===== config.mk =====
export PLATFORM = sky130hd
export DESIGN_NAME = ps2_key_ctrl
export DESIGN_NICKNAME = d
export VERILOG_FILES = /design/src/rtl/ps2_pkg.sv /design/src/rtl/ps2_evt_fifo.sv /design/src/rtl/ps2_key_ctrl.sv
export SDC_FILE = /design/constraint.sdc
export NUM_CORES = 1
export LEC_CHECK = 0
export CAP_MARGIN = 20
export CORE_UTILIZATION = 45
export CTS_CLUSTER_SIZE = 14
export DETAILED_ROUTE_END_ITERATION = 7
export MAX_ROUTING_LAYER = met4
export SYNTH_ARGS = -nofsm -noshare
export SYNTH_HDL_FRONTEND = slang
export SYNTH_SLANG_ARGS = --single-unit
export TNS_END_PERCENT = 1

===== constraint.sdc =====
create_clock -name clk -period 6.06 [get_ports clk]
set_input_delay 0.909 -clock clk [delete_from_list [all_inputs] [get_ports clk]]
set_output_delay 0.909 -clock clk [all_outputs]
set_load 0.02 [all_outputs]

===== src/rtl/ps2_pkg.sv =====
// Shared types and constants for the PS/2 keyboard receive path.
// Used by ps2_key_ctrl and ps2_evt_fifo.
package ps2_pkg;

   typedef enum logic [1:0] {
      IDLE,
      DATA,
      PARITY,
      STOP
   } ps2_state_t;

   localparam logic [7:0] PS2_EXT_CODE = 8'hE0;
   localparam logic [7:0] PS2_BRK_CODE = 8'hF0;

   typedef struct packed {
      logic [7:0] code;
      logic       ext;
      logic       brk;
   } ps2_evt_t;

   // Odd parity holds when data plus parity bit carry an odd number of ones.
   function automatic logic odd_parity_ok(input logic [7:0] d, input logic p);
      return ^{d, p};
   endfunction

endpackage


===== src/rtl/ps2_evt_fifo.sv =====
// Key-event FIFO; DEPTH must be a power of 2 (>= 2). The head entry reads as
// all-zero while the FIFO is empty so downstream outputs are 0 after reset.
module ps2_evt_fifo
   import ps2_pkg::*;
#(
   parameter int DEPTH = 4
) (
   input  logic     clk,
   input  logic     rst,
   input  logic     push,
   input  ps2_evt_t push_data,
   input  logic     pop,
   output ps2_evt_t head,
   output logic     full,
   output logic     empty
);

   localparam int AW = $clog2(DEPTH);
   localparam logic [AW:0] FULL_CNT = (AW+1)'(DEPTH);

   ps2_evt_t      mem [DEPTH];
   logic [AW-1:0] wr_ptr;
   logic [AW-1:0] rd_ptr;
   logic [AW:0]   count;
   logic          wr_en;
   logic          rd_en;

   assign full  = (count == FULL_CNT);
   assign empty = (count == '0);
   // A push into a full FIFO is still accepted when the head leaves this cycle.
   assign wr_en = push && (!full || pop);
   assign rd_en = pop && !empty;

   always_ff @(posedge clk) begin
      if (!rst) begin
         wr_ptr <= '0;
         rd_ptr <= '0;
         count  <= '0;
      end else begin
         if (wr_en) wr_ptr <= wr_ptr + 1'b1;
         if (rd_en) rd_ptr <= rd_ptr + 1'b1;
         case ({wr_en, rd_en})
            2'b10:   count <= count + 1'b1;
            2'b01:   count <= count - 1'b1;
            default: count <= count;
         endcase
      end
   end

   always_ff @(posedge clk) begin
      if (wr_en) mem[wr_ptr] <= push_data;
   end

   assign head = empty ? '0 : mem[rd_ptr];

endmodule


===== src/rtl/ps2_key_ctrl.sv =====
// PS/2 keyboard receiver: synchroniser, 11-bit frame FSM, E0/F0 prefix decoder
// and event FIFO. Define PS2_TIMEOUT_EN to abandon stalled partial frames.
module ps2_key_ctrl
   import ps2_pkg::*;
#(
   parameter int DEPTH          = 4,
   parameter int TIMEOUT_CYCLES = 50000
) (
   input  logic       clk,
   input  logic       rst,
   input  logic       ps2_clk,
   input  logic       ps2_data,
   output logic       evt_valid,
   input  logic       evt_ready,
   output logic [7:0] evt_code,
   output logic       evt_ext,
   output logic       evt_break,
   output logic       frame_err,
   output logic       overrun
);

   logic       clk_s1, clk_s2, clk_s3;
   logic       dat_s1, dat_s2;
   logic       fall;
   ps2_state_t state, state_nx;
   logic [2:0] bit_cnt, bit_cnt_nx;
   logic [7:0] shreg, shreg_nx;
   logic       par_bit, par_bit_nx;
   logic       byte_ok, byte_bad;
   logic       timeout;
   logic       ext_f, brk_f;
   logic       push, pop, full, empty;
   ps2_evt_t   push_data, head;

   always_ff @(posedge clk) begin
      if (!rst) begin
         clk_s1 <= 1'b1;
         clk_s2 <= 1'b1;
         clk_s3 <= 1'b1;
         dat_s1 <= 1'b1;
         dat_s2 <= 1'b1;
      end else begin
         clk_s1 <= ps2_clk;
         clk_s2 <= clk_s1;
         clk_s3 <= clk_s2;
         dat_s1 <= ps2_data;
         dat_s2 <= dat_s1;
      end
   end

   assign fall = clk_s3 && !clk_s2;

`ifdef PS2_TIMEOUT_EN
   localparam int TW = $clog2(TIMEOUT_CYCLES) + 1;
   logic [TW-1:0] to_cnt;

   always_ff @(posedge clk) begin
      if (!rst || state == IDLE || fall) to_cnt <= '0;
      else                               to_cnt <= to_cnt + 1'b1;
   end

   assign timeout = (state != IDLE) && (to_cnt == TW'(TIMEOUT_CYCLES - 1));
`else
   logic unused_timeout_cycles;
   assign unused_timeout_cycles = ^TIMEOUT_CYCLES;
   assign timeout = 1'b0;
`endif

   always_ff @(posedge clk) begin
      if (!rst) begin
         state   <= IDLE;
         bit_cnt <= '0;
         shreg   <= '0;
         par_bit <= 1'b0;
      end else begin
         state   <= state_nx;
         bit_cnt <= bit_cnt_nx;
         shreg   <= shreg_nx;
         par_bit <= par_bit_nx;
      end
   end

   always_comb begin
      state_nx   = state;
      bit_cnt_nx = bit_cnt;
      shreg_nx   = shreg;
      par_bit_nx = par_bit;
      byte_ok    = 1'b0;
      byte_bad   = 1'b0;
      if (fall) begin
         case (state)
            IDLE: begin
               if (!dat_s2) begin
                  state_nx   = DATA;
                  bit_cnt_nx = '0;
               end
            end
            DATA: begin
               shreg_nx   = {dat_s2, shreg[7:1]};
               bit_cnt_nx = bit_cnt + 1'b1;
               if (bit_cnt == 3'd7) state_nx = PARITY;
            end
            PARITY: begin
               par_bit_nx = dat_s2;
               state_nx   = STOP;
            end
            STOP: begin
               state_nx = IDLE;
               if (dat_s2 && odd_parity_ok(shreg, par_bit)) byte_ok  = 1'b1;
               else                                         byte_bad = 1'b1;
            end
            default: state_nx = IDLE;
         endcase
      end
      if (timeout) begin
         state_nx = IDLE;
         byte_ok  = 1'b0;
         byte_bad = 1'b1;
      end
   end

   // Prefix bytes only arm flags; the next ordinary byte carries them out.
   assign push = byte_ok && (shreg != PS2_EXT_CODE) && (shreg != PS2_BRK_CODE);
   assign push_data = '{code: shreg, ext: ext_f, brk: brk_f};

   always_ff @(posedge clk) begin
      if (!rst || byte_bad) begin
         ext_f <= 1'b0;
         brk_f <= 1'b0;
      end else if (byte_ok) begin
         if (shreg == PS2_EXT_CODE) begin
            ext_f <= 1'b1;
         end else if (shreg == PS2_BRK_CODE) begin
            brk_f <= 1'b1;
         end else begin
            ext_f <= 1'b0;
            brk_f <= 1'b0;
         end
      end
   end

   always_ff @(posedge clk) begin
      if (!rst) begin
         frame_err <= 1'b0;
         overrun   <= 1'b0;
      end else begin
         frame_err <= byte_bad;
         overrun   <= push && full && !pop;
      end
   end

   // Handshake: the head event transfers on any clk edge where evt_valid and
   // evt_ready are both high; evt_* hold steady until that transfer.
   assign pop = evt_ready && !empty;

   ps2_evt_fifo #(.DEPTH(DEPTH)) u_fifo (
      .clk       (clk),
      .rst       (rst),
      .push      (push),
      .push_data (push_data),
      .pop       (pop),
      .head      (head),
      .full      (full),
      .empty     (empty)
   );

   assign evt_valid = !empty;
   assign evt_code  = head.code;
   assign evt_ext   = head.ext;
   assign evt_break = head.brk;

endmodule

==> results.md <==
- The flow ran to the end, and the final reports show no timing, DRC or antenna violations.
- The worst path uses 54.4% of the clock period.
- Buffers inserted to repair hold after CTS numbered 0.
- The number of sinks on the clock net is 72.
- The area used by multi-input combinational logic is 0.00112 mm^2.
- The total length of routed wires is 4710 um.
- Clock tree synthesis inserted a total of 9 buffers.
- Summing all flip-flop and latch instances after layout gives 0.00184 mm^2.
- The flop and latch count out of synthesis is 72.
- Leaving out fill and tap cells, the most frequent cell in the layout is sky130_fd_sc_hd__edfxtp_1.
- The maximum achievable frequency is 303 MHz.
- The mux cell area share after synthesis is 11.5%.
- The final-layout fill cell count is 529.
- The relative slew slack is 53.4%.
- The starting density of the core is 47.2%.
- The cell area after synthesis is 0.00303 mm^2.
- The share of synthesized flip-flops with an asynchronous set or reset is 0%.
- When the netlist entered floorplanning its net count stood at 232.
- The first detailed-routing pass ran for 4 iterations.
- Measured along the y axis, the die boundary spans 84.1 um.
- Summing the areas of all xor and xnor instances in the mapped netlist gives 3.84% of the synthesized area.
- The count of port buffers added during placement is 17.
- Dividing the synthesized area by the synthesized cell count gives 14.1 um^2.
- The kind of cell with the highest combined delay on the critical path is flip-flops.
- The count of buffer and inverter cells on the critical path is 1.
- The number of global-route vias before repair came to 1599.
- The die is 84.1 um wide.
- The wire-length estimate of the detail-placed layout is 3100 um.
- The total core area is 0.00642 mm^2.
- The synthesized instance count is 215.
- The number of top-level pins is 18.
- The number of antenna repair diodes is 0.
- In this run the core area contains 29 standard-cell rows.
- In this run the clock root is driven by a sky130_fd_sc_hd__clkbuf_8.
- The max-capacitance violation count is 0.
- The dominant combinational cell family by area after synthesis is simple AND/OR/NAND/NOR gates.
- The non-filler instance count after layout is 320.
- The global-route wire length before repair is 7940 um.
- The worst setup path is of the flip-flop to output pin kind.
- The number of levels the H-tree was split into is 3.
- The critical path startpoint category is a flip-flop.
- Setup violations remaining at the end of the flow were counted as 0.
- The count of routing violations after the opening detailed-route iteration is 90.
- The number of warnings issued by yosys is 0.
- The floorplan step defined a die boundary enclosing 0.00707 mm^2.
- The class of the tightest hold or removal check is flip-flop to flip-flop.
- The largest individual stage delay along the critical path comes from the cell sky130_fd_sc_hd__dfxtp_1.
- The leading register cell type out of synthesis is sky130_fd_sc_hd__edfxtp_1.
- Along the worst path, the maximum fanout reaches 10.
- The proportion of synthesized chip area in sequential cells is 60.8%.
- The number of synthesized flops with an enable pin is 40.
- The number of buffers added for setup after CTS is 0.
- For this design the static power due to leakage is 1.22 nW.
- Subtracting the final worst setup slack from the clock period gives 3300 ps.
- The number of buffers between clock root and the deepest sink is 2.
- After Yosys synthesis, full adders, half adders and majority gates account for 5.20% of the synthesized area.
- For the final database, setup skew stands at 9.58 ps.
- In the final design database the tool counted 255 nets.
- Traced cell by cell, the critical path runs through mux4_2 > and2_1 > clkdlybuf4s50_1.
- The cell area power density is 255 mW/mm^2.
- Clock-pin slew was measured on the worst setup and hold paths at 80 ps.
- The synthesized-area fraction occupied by ao, oa, aoi and oai cells is 3.55%.
- The antenna violation net count after detailed routing is 0.
- The post-detailed-route DRC marker count is 0.
- The residual overflow from global routing is 0.
- The total of cells resized after clock tree synthesis is 0.
- Setup repair after global routing left no endpoint under its margin.
- The critical path data required time is 5150 ps.
- After synthesis, the netlist uses 37 different library cells.
- The slew at the pin with the worst max-slew slack is 699 ps.
- The instance count after placement with tap cells included is 304.
- Entering global routing, the biggest net connects 20 pins.
- Of the total synthesized cell area, the portion taken by AND, OR, NAND and NOR gates is 13.0%.
- Relative to the synthesized area, the layout overhead comes to 14.9%.
- In the routed layout, each cell is associated on average with a via count of 5.02.
- Data on the critical path arrives at its endpoint at 2390 ps.
- The number of antenna violations at the first check in global routing is 0.
- The final estimated routing congestion in global placement is 0.712.
- The overall via count from detail_route is 1606.
- VDD sags by at most 0.128 mV.
- The final hold violation count came to 0.
- The final max-slew violation count was 0.
- On the final layout, the worst hold slack is 409 ps.
- Global routing used 15.5% of the available tracks across all layers.
- The aggregate negative setup slack is 0 ps.
- In the layout the commonest cells are sky130_fd_sc_hd__edfxtp_1, sky130_fd_sc_hd__dfxtp_1, sky130_fd_sc_hd__and2_1, sky130_fd_sc_hd__clkdlybuf4s50_1.
- The TritonCTS clock tree is built.
- The average wire per standard cell is 14.7 um.
- Of the cells placed in the final design, the portion with a size suffix greater than 1 is 12.3%.
- STA classifies the critical path endpoint as an output pin.
- The largest single stage delay on the critical path is 780 ps.
- For the worst-skew pair, the clock arrives at the later sink with an insertion delay of 330 ps.
## path summary, 6_finish.rpt
kind	from	to	slack, ps	cells after the start
setup reg to reg	shreg[3]	u_fifo.count[2]	3160	11
setup / recovery	flip-flop	evt_code[7]	2760	3
hold reg to reg	clk_s1	clk_s2	410	1
hold / removal	clk_s1	clk_s2	410	1
## logic make-up (layout without fill, tap and decap cells)
| family | Yosys count | count (layout) |
|---|---|---|
| flops | 72 | 72 |
| fa+ha+maj | 12 | 12 |
| xor+xnor | 10 | 10 |
| simple gates | 67 | 67 |
| mux | 21 | 21 |
| buf+inv | 17 | 45 |
| compound gates | 16 | 16 |
## final cells by class
type,count,share of cell area [%]
clock inverters,6,1.98
multi-input cells,126,32.3
clock buffers,10,3.67
well taps,77,2.77
inverters,10,1.08
repair buffers,19,5.32
flip-flops and latches,72,52.9
## registers in the layout, indices dropped and copies added, names as in the netlist, 2 cells and up, named ones only
signal,count
shreg,8
u_fifo.mem,40
u_fifo.rd_ptr,2
state,2
bit_cnt,3
u_fifo.wr_ptr,2
u_fifo.count,3
## worst register-to-register path, delay by kind of cell, from the launching register on
family          cells  cell delay (ps)
xor+xnor            3              830
mux                 1              290
buf+inv             2              140
fa+ha+maj           2              540
flops               1              480
simple gates        2              400
compound gates      1              160
## through the flow
stage	total power [mW]	cell area, um^2	util (%)	setup slack (ps)
after floorplan	0.529	3030	-	3220
after global placement	0.534	3280	51.1	2730
after detailed placement	0.534	3280	51.1	2660
after CTS	0.900	3480	54.2	2680
after global routing	0.925	3480	54.2	2580
final	0.888	3480	54.2	2760
## cells in the mapped netlist (2+ instances only)
| cell | number | share of area (%) |
|---|---|---|
| sky130_fd_sc_hd__nor2_1 | 3 | 0.37 |
| sky130_fd_sc_hd__mux4_2 | 10 | 7.4 |
| sky130_fd_sc_hd__nand2_1 | 14 | 1.7 |
| sky130_fd_sc_hd__mux2i_1 | 10 | 3.3 |
| sky130_fd_sc_hd__and2_1 | 18 | 3.7 |
| sky130_fd_sc_hd__nand3_1 | 3 | 0.50 |
| sky130_fd_sc_hd__a21oi_1 | 2 | 0.33 |
| sky130_fd_sc_hd__ha_1 | 11 | 4.5 |
| sky130_fd_sc_hd__dfxtp_1 | 32 | 21 |
| sky130_fd_sc_hd__clkbuf_1 | 5 | 0.62 |
| sky130_fd_sc_hd__inv_1 | 10 | 1.2 |
| sky130_fd_sc_hd__nand2b_1 | 5 | 1.0 |
| sky130_fd_sc_hd__a21boi_0 | 3 | 0.74 |
| sky130_fd_sc_hd__a32oi_1 | 2 | 0.58 |
| sky130_fd_sc_hd__edfxtp_1 | 40 | 40 |
| sky130_fd_sc_hd__o21a_1 | 2 | 0.50 |
| sky130_fd_sc_hd__o21ai_0 | 5 | 0.83 |
| sky130_fd_sc_hd__xor2_1 | 3 | 0.87 |
| sky130_fd_sc_hd__or3_1 | 2 | 0.41 |
| sky130_fd_sc_hd__nor2b_1 | 14 | 2.9 |
| sky130_fd_sc_hd__xnor2_1 | 5 | 1.4 |
## routing by layer
layer | GRT usage (%) | part of all wire (%) | up-vias
met3 | 4.45 | 3.6 | 2
met4 | 4.70 | 0.38 | 0
met1 | 19.6 | 48 | 763
li1 | - | - | 814
met5 | - | 0 | -
met2 | 24.2 | 48 | 27
## power breakdown
group          internal, mW  switching, mW
clock                 0.192          0.174
sequential            0.511       0.000794
combinational       0.00572        0.00504
Power figures use the tool's default switching activity.
